## src/rtl/clint_mh_pkg.sv

```systemverilog
// clint_mh_pkg: register map offsets, decode result type and byte-strobe merge
package clint_mh_pkg;

    localparam logic [15:0] MSIP_BASE  = 16'h0000;
    localparam logic [15:0] MTCMP_BASE = 16'h4000;
    localparam logic [15:0] MTIME_ADDR = 16'hBFF8;

    typedef enum logic [1:0] {
        DEC_MSIP,
        DEC_MTCMP,
        DEC_MTIME,
        DEC_ERR
    } dec_e;

    // Replace each byte of old_v with the matching byte of new_v where strb is set
    function automatic logic [63:0] strb_merge(input logic [63:0] old_v,
                                               input logic [63:0] new_v,
                                               input logic [7:0]  strb);
        logic [63:0] r;
        for (int i = 0; i < 8; i++)
            r[8*i +: 8] = strb[i] ? new_v[8*i +: 8] : old_v[8*i +: 8];
        return r;
    endfunction

endpackage

```

## src/rtl/clint_mh_mtime.sv

```systemverilog
// clint_mh_mtime: prescaled mtime counter where a software write beats the tick increment
module clint_mh_mtime
    import clint_mh_pkg::*;
#(
    parameter int TIME_W   = 64,
    parameter int PRESCALE = 1
) (
    input  logic              clk,
    input  logic              rst_n,
    input  logic              we,
    input  logic [63:0]       wdata,
    input  logic [7:0]        wstrb,
    output logic [TIME_W-1:0] mtime
);

    localparam int PW = (PRESCALE > 1) ? $clog2(PRESCALE) : 1;
    localparam logic [PW-1:0] PMAX = PW'(PRESCALE - 1);

    logic [PW-1:0]     r_pre;
    logic [TIME_W-1:0] r_mtime;
    logic              w_tick;

    assign w_tick = (r_pre == PMAX);
    assign mtime  = r_mtime;

    // Prescaler runs 0..PRESCALE-1 regardless of software writes to mtime
    always_ff @(posedge clk) begin
        if (!rst_n)
            r_pre <= '0;
        else
            r_pre <= w_tick ? '0 : r_pre + 1'b1;
    end

    // A write with any strobe set replaces the increment; an all-zero strobe leaves the tick alone
    always_ff @(posedge clk) begin
        if (!rst_n)
            r_mtime <= '0;
        else if (we && |wstrb)
            r_mtime <= TIME_W'(strb_merge(64'(r_mtime), wdata, wstrb));
        else if (w_tick)
            r_mtime <= r_mtime + 1'b1;
    end

endmodule

```

## src/rtl/clint_mh.sv

```systemverilog
// clint_mh: multi-hart core-local interruptor with shared mtime and per-hart mtimecmp/msip
module clint_mh
    import clint_mh_pkg::*;
#(
    parameter int NUM_HARTS = 2,
    parameter int TIME_W    = 64,
    parameter int PRESCALE  = 1
) (
    input  logic                 clk,
    input  logic                 rst_n,
    input  logic                 req_valid,
    output logic                 req_ready,
    input  logic                 req_we,
    input  logic [15:0]          req_addr,
    input  logic [63:0]          req_wdata,
    input  logic [7:0]           req_wstrb,
    output logic                 rsp_valid,
    input  logic                 rsp_ready,
    output logic [63:0]          rsp_rdata,
    output logic                 rsp_err,
    input  logic [NUM_HARTS-1:0] mie,
    input  logic [NUM_HARTS-1:0] mtie,
    input  logic [NUM_HARTS-1:0] msie,
    output logic [NUM_HARTS-1:0] tint,
    output logic [NUM_HARTS-1:0] sint
);

    localparam logic [12:0] MSIP_W     = MSIP_BASE[15:3];
    localparam logic [12:0] MTCMP_W    = MTCMP_BASE[15:3];
    localparam logic [12:0] MTIME_W    = MTIME_ADDR[15:3];
    localparam logic [12:0] MSIP_WORDS = 13'((NUM_HARTS + 1) / 2);
    localparam logic [12:0] NH         = 13'(NUM_HARTS);

    logic [12:0]       w_word;
    logic [12:0]       w_msip_idx;
    logic [12:0]       w_mtcmp_idx;
    dec_e              w_dec;
    logic              w_hs;
    logic              w_wr;
    logic [63:0]       w_rd;
    logic [TIME_W-1:0] w_mtime;
    logic [TIME_W-1:0] w_cmp [NUM_HARTS];
    logic [NUM_HARTS-1:0] w_sip;
    logic              w_unused;
    logic              r_valid;
    logic [63:0]       r_rdata;
    logic              r_err;

    // Offsets below a region's base wrap to huge indices, so one compare bounds each region
    assign w_word      = req_addr[15:3];
    assign w_msip_idx  = w_word - MSIP_W;
    assign w_mtcmp_idx = w_word - MTCMP_W;
    assign w_dec       = (w_word == MTIME_W)    ? DEC_MTIME :
                         (w_msip_idx < MSIP_WORDS) ? DEC_MSIP :
                         (w_mtcmp_idx < NH)     ? DEC_MTCMP : DEC_ERR;
    assign w_unused    = ^req_addr[2:0];

    assign req_ready = rst_n & (!r_valid | rsp_ready);
    assign w_hs      = req_valid & req_ready;
    assign w_wr      = w_hs & req_we;
    assign rsp_valid = r_valid;
    assign rsp_rdata = r_rdata;
    assign rsp_err   = r_err;

    clint_mh_mtime #(
        .TIME_W   (TIME_W),
        .PRESCALE (PRESCALE)
    ) u_mtime (
        .clk   (clk),
        .rst_n (rst_n),
        .we    (w_wr && w_dec == DEC_MTIME),
        .wdata (req_wdata),
        .wstrb (req_wstrb),
        .mtime (w_mtime)
    );

    for (genvar h = 0; h < NUM_HARTS; h++) begin : g_hart
        logic [TIME_W-1:0] r_cmp;
        logic              r_sip;
        logic              w_cmp_we;
        logic              w_sip_we;

        assign w_cmp_we = w_wr && w_dec == DEC_MTCMP && w_mtcmp_idx == 13'(h);
        assign w_sip_we = w_wr && w_dec == DEC_MSIP && w_msip_idx == 13'(h / 2)
                          && req_wstrb[4 * (h % 2)];

        // mtimecmp resets to all-ones so no timer interrupt fires before software sets it
        always_ff @(posedge clk) begin
            if (!rst_n)
                r_cmp <= '1;
            else if (w_cmp_we)
                r_cmp <= TIME_W'(strb_merge(64'(r_cmp), req_wdata, req_wstrb));
        end

        // Even harts live in bit 0 of their msip word, odd harts in bit 32
        always_ff @(posedge clk) begin
            if (!rst_n)
                r_sip <= 1'b0;
            else if (w_sip_we)
                r_sip <= req_wdata[32 * (h % 2)];
        end

        assign w_cmp[h] = r_cmp;
        assign w_sip[h] = r_sip;
        assign tint[h]  = (w_mtime >= r_cmp) & mie[h] & mtie[h];
        assign sint[h]  = r_sip & mie[h] & msie[h];
    end

    // Read data reflects register state before this edge's updates
    always_comb begin
        w_rd = '0;
        for (int h = 0; h < NUM_HARTS; h++) begin
            if (w_dec == DEC_MTCMP && w_mtcmp_idx == 13'(h))
                w_rd = 64'(w_cmp[h]);
            if (w_dec == DEC_MSIP && w_msip_idx == 13'(h / 2))
                w_rd[32 * (h % 2)] = w_sip[h];
        end
        if (w_dec == DEC_MTIME)
            w_rd = 64'(w_mtime);
    end

    // Single response slot: load on handshake, hold until consumed, drop on reset
    always_ff @(posedge clk) begin
        if (!rst_n) begin
            r_valid <= 1'b0;
            r_rdata <= '0;
            r_err   <= 1'b0;
        end else if (w_hs) begin
            r_valid <= 1'b1;
            r_rdata <= (req_we || w_dec == DEC_ERR) ? '0 : w_rd;
            r_err   <= (w_dec == DEC_ERR);
        end else if (rsp_ready) begin
            r_valid <= 1'b0;
        end
    end

endmodule

```

## config.mk

```make
export PLATFORM = sky130hd
export DESIGN_NAME = clint_mh
export DESIGN_NICKNAME = d
export VERILOG_FILES = /design/src/rtl/clint_mh_pkg.sv /design/src/rtl/clint_mh_mtime.sv /design/src/rtl/clint_mh.sv
export SDC_FILE = /design/constraint.sdc
export NUM_CORES = 1
export LEC_CHECK = 0
export BUFFER_PORTS_ARGS = -buffer_cell sky130_fd_sc_hd__buf_4
export CAP_MARGIN = 20
export CORE_MARGIN = 2
export CORE_UTILIZATION = 45
export CTS_BUF_LIST = sky130_fd_sc_hd__clkbuf_2 sky130_fd_sc_hd__clkbuf_4 sky130_fd_sc_hd__clkbuf_8
export DETAILED_ROUTE_END_ITERATION = 8
export PLACE_DENSITY = 0.72
export SKIP_CTS_REPAIR_TIMING = 1
export SLEW_MARGIN = 10
export SYNTH_ARGS = -nofsm -noshare
export SYNTH_HDL_FRONTEND = slang
export SYNTH_HIERARCHICAL = 1
export SYNTH_SLANG_ARGS = --single-unit
```

## constraint.sdc

```tcl
create_clock -name clk -period 3.6 [get_ports clk]
set_input_delay 0.72 -clock clk [delete_from_list [all_inputs] [get_ports clk]]
set_output_delay 0.72 -clock clk [all_outputs]
set_load 0.02 [all_outputs]
```

==> results of run 1 <==
-- routing by layer --
metal | wire (µm) | global-route usage
met5 | 0 | 0
met4 | 1260 | 0.09127
met3 | 4325 | 0.05047
met2 | 21660 | 0.4226
met1 | 20760 | 0.3567
-- state kept, by name (all words and copies together) (netlist names) --
signal / flops
rsp_rdata: 64
g_hart.r_cmp: 128
u_mtime/r_pre: 1
rsp_err: 1
u_mtime/mtime: 64
rsp_valid: 1
g_hart.r_sip: 2
-- cell usage after synthesis (all sizes together) (3+ instances only) --
cell type	count
nand2	281
dfxtp	261
inv	148
o21ai	141
o211ai	135
ha	133
a21oi	79
a222oi	64
buf	64
nor2	64
clkbuf	58
nand3	49
nor3	40
nand4	39
and3	27
nor4	27
a211oi	24
a311oi	15
and2	14
a22oi	13
or3	11
and4	10
a221oi	9
o21a	9
or2	9
a31oi	8
nor3b	7
o22ai	7
o31ai	7
a21o	6
mux2i	6
nand2b	6
o221ai	5
or4	5
a2111oi	4
nor2b	4
o311a	4
o41ai	4
xnor2	4
o311ai	3
o31a	3
-- path summary, 6_finish.rpt --
kind | slack, ns | endpoint | cells after the start | from
worst min-delay path | 0.40 | g_hart[0].r_cmp[14]$_SDFFE_PN1P_ | 3 | req_wdata[14]
worst max-delay path | 0.06 | tint[0] | 10 | g_hart[0].r_cmp[47]$_SDFFE_PN1P_
worst max register to register | 0.81 | u_mtime/mtime[63]$_SDFFE_PN0P_ | 6 | u_mtime/mtime[8]$_SDFFE_PN0P_
worst min register to register | 0.45 | rsp_rdata[28]$_SDFFE_PN0P_ | 2 | rsp_rdata[28]$_SDFFE_PN0P_
-- through the flow --
| stage | TNS, ns | power (µW) | cell area [µm²] | util |
|---|---|---|---|---|
| 6_report | 0 | 6219 | 18060 | 0.5427 |
| 5_1_grt | -0.03858 | 6408 | 18060 | 0.5427 |
| 3_5_place_dp | -0.05619 | 3270 | 16660 | 0.5006 |
| 4_1_cts | -1.224 | 6253 | 17680 | 0.5314 |
| 3_3_place_gp | 0 | 3267 | 16660 | 0.5006 |
| 2_1_floorplan | 0 | 3083 | 15090 | - |
-- worst reg2reg max path: stages (launching register included) --
cell,delay (ns)
dfxtp_1,0.50
nand4_1,0.31
or3_1,0.57
nand4bb_4,0.37
or2_1,0.33
or4_1,0.47
a31oi_1,0.15
-- cell families (layout without fill, tap and decap cells) --
group / after synthesis / after routing / synth area share
buffers and inverters: 270 / 464 / 0.08427
other: 1 / 1 / 0.0002486
multiplexers: 8 / 8 / 0.005474
AO/OA/AOI/OAI: 557 / 557 / 0.2589
flip-flops: 261 / 261 / 0.3464
adder cells (fa/ha/maj): 133 / 133 / 0.1103
XOR/XNOR: 5 / 5 / 0.002903
AND/OR/NAND/NOR: 597 / 597 / 0.1915
-- layout make-up --
class	count	area (µm²)
clock inverters	15	107.6
repair buffers	229	1760
clock buffers	72	915.9
flip-flops and latches	261	5260
multi-input cells	1301	8900
inverters	148	555.5
well taps	448	560.5
fillers	3064	15220
-- where the power goes --
part / switching (µW) / internal, µW
Clock: 1310 / 1700
Combinational: 199 / 114
Sequential: 8.40 / 2890
Total: 1510 / 4710
==> impl_metrics.env, run 1 <==
export IMPL_ys_warn_count=6
export IMPL_layout_commonest_cell="nand2_1"
export IMPL_power_leakage_uw=0.008013
export IMPL_pre_cts_slack_ns=-0.05619
export IMPL_cts_tree="yes"
export IMPL_path_max_fanout=3
export IMPL_ir_worst_vdd_mv=0.1791
export IMPL_clock_sinks=261
export IMPL_globalplace_congestion=0.9321
export IMPL_port_buffers=166
export IMPL_cp_num_buf_inv=3
export IMPL_min_period_ns=3.535
export IMPL_finalSetupViolCount=0
export IMPL_synth_top_cell_by_area="dfxtp_1"
export IMPL_setup_worst_path_start_class="flop"
export IMPL_syn_cell_area_um2=15090
export IMPL_grtUsageTotal=0.2642
export IMPL_first_pass_iters=8
export IMPL_synthToLayoutAreaGrowth_pct=19.71
export IMPL_ys_flop_type="dfxtp_1"
export IMPL_min_period_over_period=0.9820
export IMPL_setup_ws_ns=0.06471
export IMPL_async_flop_share=0
export IMPL_io_pins=170
export IMPL_nets=2220
export IMPL_cp_required_ns=2.88
export IMPL_grt_start_max_net_pins=90
export IMPL_min_path_type="primary input to flop"
export IMPL_via_count=15010
export IMPL_insertion_delay_ns=0.57
export IMPL_crit_path_end_kind="primary output"
export IMPL_num_antenna_cells=0
export IMPL_antenna_found_initial=0
export IMPL_synth_edf_count=0
export IMPL_slew_violations=0
export IMPL_maxCapViolations=0
export IMPL_numCtsBuffers=47
export IMPL_drt_iter0_markers=1606
export IMPL_fmax_mhz=282.9
export IMPL_slowest_delay_ns=0.38
export IMPL_status="complete, no violations"
export IMPL_root_buffer="clkbuf_8"
export IMPL_core_area_um2=33280
export IMPL_worstSetupPathType="flop to primary output"
export IMPL_dp_hpwl_um=34090
export IMPL_slew_limit_headroom=0.3602
export IMPL_post_route_drc_count=0
export IMPL_rsz0062_at_grt="yes"
export IMPL_gr_total_overflow=0
export IMPL_grt_pass1_wl_um=75640
export IMPL_syn_num_nets=2064
export IMPL_finalHoldViolations=0
export IMPL_initial_core_util=0.4533
export IMPL_syn_inst=1832
export IMPL_fin_hold_ws_ns=0.4005
export IMPL_tightest_slew_ns=0.9598
export IMPL_die_h_um=187.1
export IMPL_first_global_vias=14350
export IMPL_htreeDepth=2
export IMPL_cp_slowest_cell="o211ai_1"
export IMPL_path_cells="inv_1 > ha_1 > nand4_1 > nor3_2 > nand3_2 > o211ai_1 > a2111oi_4 > buf_4 > a31oi_4 > buf_6"
export IMPL_vias_per_cell=6.065
export IMPL_drive_above_1_share=0.1984
export IMPL_path_clk_slew_ns=0.06
export IMPL_netlist_top_cells_area="dfxtp_1, ha_1, nand2_1"
export IMPL_die_area_um2=35000
export IMPL_ys_seq_area_frac=0.3464
export IMPL_cellPowerDensity_nw_per_um2=344.4
export IMPL_dp_cells=2382
export IMPL_avgSynthCellArea_um2=8.235
export IMPL_final_cell_mix="nand2_1, dfxtp_1, buf_4"
export IMPL_cp_arrival_ns=2.82
export IMPL_stdcell_count=2474
export IMPL_die_w_um=187.1
export IMPL_fin_worst_skew_ns=0.01668
export IMPL_ant_nets=0
export IMPL_routed_wl_um=48010
export IMPL_routedWlPerCell_um=19.41
export IMPL_synth_cell_types=83
export IMPL_synth_top_area_frac=0.3464
export IMPL_cp_top_family="compound AO/OA/AOI/OAI gates"
export IMPL_rows=67
export IMPL_ys_ff_latch=261
export IMPL_cts_max_path_buffers=3
(Power assumes the default switching activity.)
==> run 2, diff against run 1 <==
CORE_ASPECT_RATIO = 1.1   (was not set)
TNS_END_PERCENT = 5   (was not set)
==> impl_metrics.env, run 2 (synthesized netlist as in run 1, its figures left out) <==
export IMPL_status="complete, no violations"
export IMPL_power_frac_comb=0.050
export IMPL_seq_power_share=0.463
export IMPL_placed_area_um2=16650
export IMPL_stdcell_count=2450
export IMPL_fin_worst_skew_ns=0.01458
export IMPL_grt_pass1_wl_um=75720
export IMPL_io_pins=170
export IMPL_internal_power_uw=4787
export IMPL_globalplace_congestion=0.9567
export IMPL_root_buffer="clkbuf_8"
export IMPL_dp_hpwl_um=34120
export IMPL_fill_cells=3084
export IMPL_first_global_vias=14430
export IMPL_grt_start_max_net_pins=174
export IMPL_final_cell_mix="nand2_1, dfxtp_1, buf_4"
export IMPL_post_route_drc_count=0
export IMPL_via_count=15080
export IMPL_largest_register_ffs=128
export IMPL_drt_iter0_markers=1579
export IMPL_slew_limit_headroom=0.4184
export IMPL_cp_required_ns=2.88
export IMPL_synthToLayoutAreaGrowth_pct=19.69
export IMPL_numCtsBuffers=46
export IMPL_die_w_um=178.6
export IMPL_min_period_over_period=0.9947
export IMPL_layout_commonest_cell="nand2_1"
export IMPL_htreeDepth=2
export IMPL_num_antenna_cells=0
export IMPL_cts_max_path_buffers=3
export IMPL_final_cell_area_um2=18060
export IMPL_path_clk_slew_ns=0.06
export IMPL_die_h_um=196.0
export IMPL_maxCapViolations=0
export IMPL_multi_input_area_um2=8937
export IMPL_routedWlPerCell_um=19.54
export IMPL_min_path_type="primary input to flop"
export IMPL_initial_core_util=0.4557
export IMPL_finalSetupViolCount=0
export IMPL_fmax_mhz=279.2
export IMPL_dp_cells=2365
export IMPL_path_max_fanout=3
export IMPL_antenna_found_initial=0
export IMPL_worstSetupPathType="flop to primary output"
export IMPL_cp_arrival_ns=2.86
export IMPL_ant_nets=0
export IMPL_slew_violations=0
export IMPL_switchingPower_uw=1484
export IMPL_crit_path_end_kind="primary output"
export IMPL_port_buffers=166
export IMPL_min_period_ns=3.581
export IMPL_clock_sinks=261
export IMPL_grtUsageTotal=0.2683
export IMPL_clockPowerShare=0.487
export IMPL_routed_wl_um=47880
export IMPL_rows=70
export IMPL_final_seq_area_um2=5254
export IMPL_worstHoldPathCells=3
export IMPL_ir_worst_vdd_mv=0.2526
export IMPL_fin_util=0.5454
export IMPL_drive_above_1_share=0.1977
export IMPL_regMostFlops="g_hart.r_cmp"
export IMPL_setup_worst_path_start_class="flop"
export IMPL_reg2reg_depth=6
export IMPL_core_area_um2=33110
export IMPL_die_area_um2=35010
export IMPL_finalHoldViolations=0
export IMPL_nets=2214
export IMPL_cts_tree="yes"
export IMPL_fin_hold_ws_ns=0.3909
export IMPL_first_pass_iters=8
export IMPL_cellPowerDensity_nw_per_um2=347.3
export IMPL_p_sw_frac=0.2366
export IMPL_vias_per_cell=6.156
export IMPL_insertion_delay_ns=0.59
export IMPL_gr_total_overflow=0
export IMPL_power_leakage_uw=0.008024
export IMPL_tightest_slew_ns=0.8725
-- run 2: per-stage QoR --
step	setup WS (ns)	setup TNS (ns)	total power, µW
finish	0.01897	0	6272
global route	-0.03260	-0.06352	6463
CTS	-0.4935	-0.6773	6305
detailed placement	0.1460	0	3268
global placement	0.2839	0	3266
floorplan	0.2070	0	3083
-- run 2: layout make-up --
class                      instances  area share
tap                              432     0.02994
multi-input combinational       1301      0.4950
inverter                         148     0.03077
timing repair buffer             224     0.09632
sequential                       261      0.2910
clock inverter                     8    0.005336
clock buffer                      76     0.05169
-- run 2: power by group through the flow --
stage               clock (µW)  combinational [µW]  sequential [µW]
floorplan                    0                 120             2960
global placement             0                 301             2960
global route              3230                 335             2900
CTS                       3100                 304             2900
finish                    3060                 314             2900
detailed placement           0                 303             2960
-- run 2: routing by layer --
metal	part of all wire	global-route usage	vias to the layer above	wire, µm
li1	-	-	7142	-
met1	0.41	0.3467	7131	19630
met2	0.48	0.4492	686	22820
met3	0.076	0.04089	122	3648
met4	0.037	0.1021	0	1780
met5	0	0	-	0
-- run 2: final timing paths --
check                                        start                                to  slack [ns]
setup / recovery  g_hart[0].r_cmp[44]$_SDFFE_PN1P_                           tint[0]        0.02
hold / removal                       req_wdata[48]  g_hart[1].r_cmp[48]$_SDFFE_PN1P_        0.39
setup reg to reg    u_mtime/mtime[20]$_SDFFE_PN0P_    u_mtime/mtime[56]$_SDFFE_PN0P_        0.60
hold reg to reg         rsp_rdata[63]$_SDFFE_PN0P_        rsp_rdata[63]$_SDFFE_PN0P_        0.45
-- run 2: critical path: stages (launching register included) --
cell and delay (ns):
dfxtp_2 0.33, inv_2 0.06, ha_4 0.26, nand4_1 0.16
nor3_4 0.27, nand3_4 0.16, buf_6 0.16, nor3b_4 0.28
a2111oi_4 0.09, a31oi_2 0.30, buf_4 0.20
==> run 3, diff against run 2 <==
CORE_ASPECT_RATIO = not set   (was 1.1)
REMOVE_ABC_BUFFERS = 1   (was not set)
clock period = 4.4 ns   (was 3.6 ns; I/O delays follow)
==> impl_metrics.env, run 3 (synthesized netlist as in run 1, its figures left out) <==
export IMPL_status="complete, no violations"
export IMPL_finalHoldViolations=0
export IMPL_maxCapViolations=0
export IMPL_cellPowerDensity_nw_per_um2=284.5
export IMPL_min_period_over_period=0.9674
export IMPL_antenna_found_initial=0
export IMPL_slew_limit_headroom=0.2519
export IMPL_first_pass_iters=9
export IMPL_core_area_um2=33280
export IMPL_grt_pass1_wl_um=74300
export IMPL_die_area_um2=35000
export IMPL_die_h_um=187.1
export IMPL_final_cell_mix="nand2_1, dfxtp_1, buf_4"
export IMPL_fin_worst_skew_ns=0.02242
export IMPL_ant_nets=0
export IMPL_largest_register_ffs=128
export IMPL_cp_required_ns=3.52
export IMPL_htreeDepth=2
export IMPL_vias_per_cell=6.133
export IMPL_crit_path_end_kind="primary output"
export IMPL_setup_ws_ns=0.1434
export IMPL_nets=2190
export IMPL_port_buffers=166
export IMPL_rows=67
export IMPL_rsz0062_at_grt="no"
export IMPL_globalplace_congestion=0.9389
export IMPL_cp_arrival_ns=3.38
export IMPL_routed_wl_um=47120
export IMPL_num_antenna_cells=0
export IMPL_clockPowerShare=0.471
export IMPL_synthToLayoutAreaGrowth_pct=15.62
export IMPL_min_period_ns=4.257
export IMPL_first_global_vias=14130
export IMPL_cts_max_path_buffers=3
export IMPL_p_sw_frac=0.2452
export IMPL_initial_core_util=0.4533
export IMPL_cp_num_buf_inv=1
export IMPL_power_total_uw=4962
export IMPL_grt_busiest_layer="met2"
export IMPL_cts_tree="yes"
export IMPL_die_w_um=187.1
export IMPL_min_path_type="flop to flop"
export IMPL_power_leakage_uw=0.007807
export IMPL_drive_above_1_share=0.1557
export IMPL_slowest_delay_ns=0.52
export IMPL_pre_cts_slack_ns=0.6954
export IMPL_grt_start_max_net_pins=105
export IMPL_seq_power_share=0.478
export IMPL_post_route_drc_count=0
export IMPL_fmax_mhz=234.9
export IMPL_switchingPower_uw=1217
export IMPL_slew_violations=0
export IMPL_use_met2=0.4148
export IMPL_grtUsageMet1=0.3313
export IMPL_cp_top_family="simple AND/OR/NAND/NOR gates"
export IMPL_routedWlPerCell_um=19.32
export IMPL_power_frac_comb=0.051
export IMPL_path_max_fanout=8
export IMPL_dp_hpwl_um=33390
export IMPL_path_clk_slew_ns=0.06
export IMPL_internal_power_uw=3746
export IMPL_grtUsageTotal=0.2597
export IMPL_drt_iter0_markers=1564
export IMPL_regMostFlops="g_hart.r_cmp"
export IMPL_io_pins=170
export IMPL_path_cells="ha_1 > nand4_1 > nor4_1 > nand2_1 > nor4b_1 > nor3_1 > a41oi_1 > buf_4"
export IMPL_numCtsBuffers=46
export IMPL_worstSetupPathType="flop to primary output"
export IMPL_clock_sinks=261
export IMPL_fill_cells=3164
export IMPL_cp_slowest_cell="nor4b_1"
export IMPL_insertion_delay_ns=0.58
export IMPL_via_count=14960
export IMPL_gr_total_overflow=0
export IMPL_grtUsageMet3=0.04690
export IMPL_root_buffer="clkbuf_8"
export IMPL_finalSetupViolCount=0
export IMPL_ir_worst_vdd_mv=0.2320
export IMPL_layout_commonest_cell="nand2_1"
export IMPL_setup_worst_path_start_class="flop"
export IMPL_tightest_slew_ns=1.122
-- run 3: cell types whose count changed in the layout (fill, tap and decap cells not counted), moves of 5 or more --
cell	delta
dfxtp_1	+19
nor3_1	+5
ha_1	+12
ha_4	-11
dfxtp_2	-17
buf_4	-22
inv_1	+7
clkinv_2	+7
inv_2	-7
clkbuf_4	-5
-- run 3: layout make-up --
type / instances / area, µm² / area share
sequential: 261 / 5225 / 0.2996
clock inverter: 14 / 100.1 / 0.005739
timing repair buffer: 200 / 1559 / 0.08938
inverter: 148 / 555.5 / 0.03185
multi-input combinational: 1301 / 8601 / 0.4931
clock buffer: 67 / 840.8 / 0.04821
tap: 448 / 560.5 / 0.03214
-- run 3: worst paths after layout --
check	slack, ns	from	end	depth (start not counted)
setup / recovery	0.14	u_mtime/mtime[37]$_SDFFE_PN0P_	tint[1]	8
hold / removal	0.45	rsp_rdata[46]$_SDFFE_PN0P_	rsp_rdata[46]$_SDFFE_PN0P_	2
setup reg to reg	1.21	u_mtime/mtime[1]$_SDFFE_PN0P_	u_mtime/mtime[52]$_SDFFE_PN0P_	8
hold reg to reg	0.45	rsp_rdata[46]$_SDFFE_PN0P_	rsp_rdata[46]$_SDFFE_PN0P_	2
-- run 3: layer usage --
| metal | vias up | part of all wire |
|---|---|---|
| met5 | - | 0 |
| met4 | 0 | 0.057 |
| met3 | 166 | 0.084 |
| met2 | 698 | 0.45 |
| met1 | 7024 | 0.41 |
| li1 | 7070 | - |
-- run 3: metrics by stage --
stage               instances  utilization  TNS (ns)  hold WS, ns  area, µm²
finish                   2439       0.5241         0       0.4451      17440
global route             2439       0.5241         0       0.4652      17440
CTS                      2439       0.5241         0       0.4505      17440
detailed placement       2358       0.4958         0       0.4421      16500
global placement         2357       0.4950         0       0.4373      16470
floorplan                1710            -   -164.59       0.4851      14370
-- run 3: worst register-to-register path, cell delays in order (launching register included) --
cell and delay [ns]:
dfxtp_1 0.46, ha_1 0.24, nand3_1 0.26, or3_1 0.58
nor4_1 0.77, buf_4 0.25, nand3_1 0.16, mux2_2 0.34
nand3_1 0.08
-- run 3: power by group through the flow --
stage / registers, µW / clock network, µW / logic, µW
6_report: 2370 / 2340 / 252
5_1_grt: 2370 / 2480 / 269
4_1_cts: 2370 / 2380 / 248
3_5_place_dp: 2430 / 0 / 248
3_3_place_gp: 2430 / 0 / 242
2_1_floorplan: 2430 / 0 / 65.6
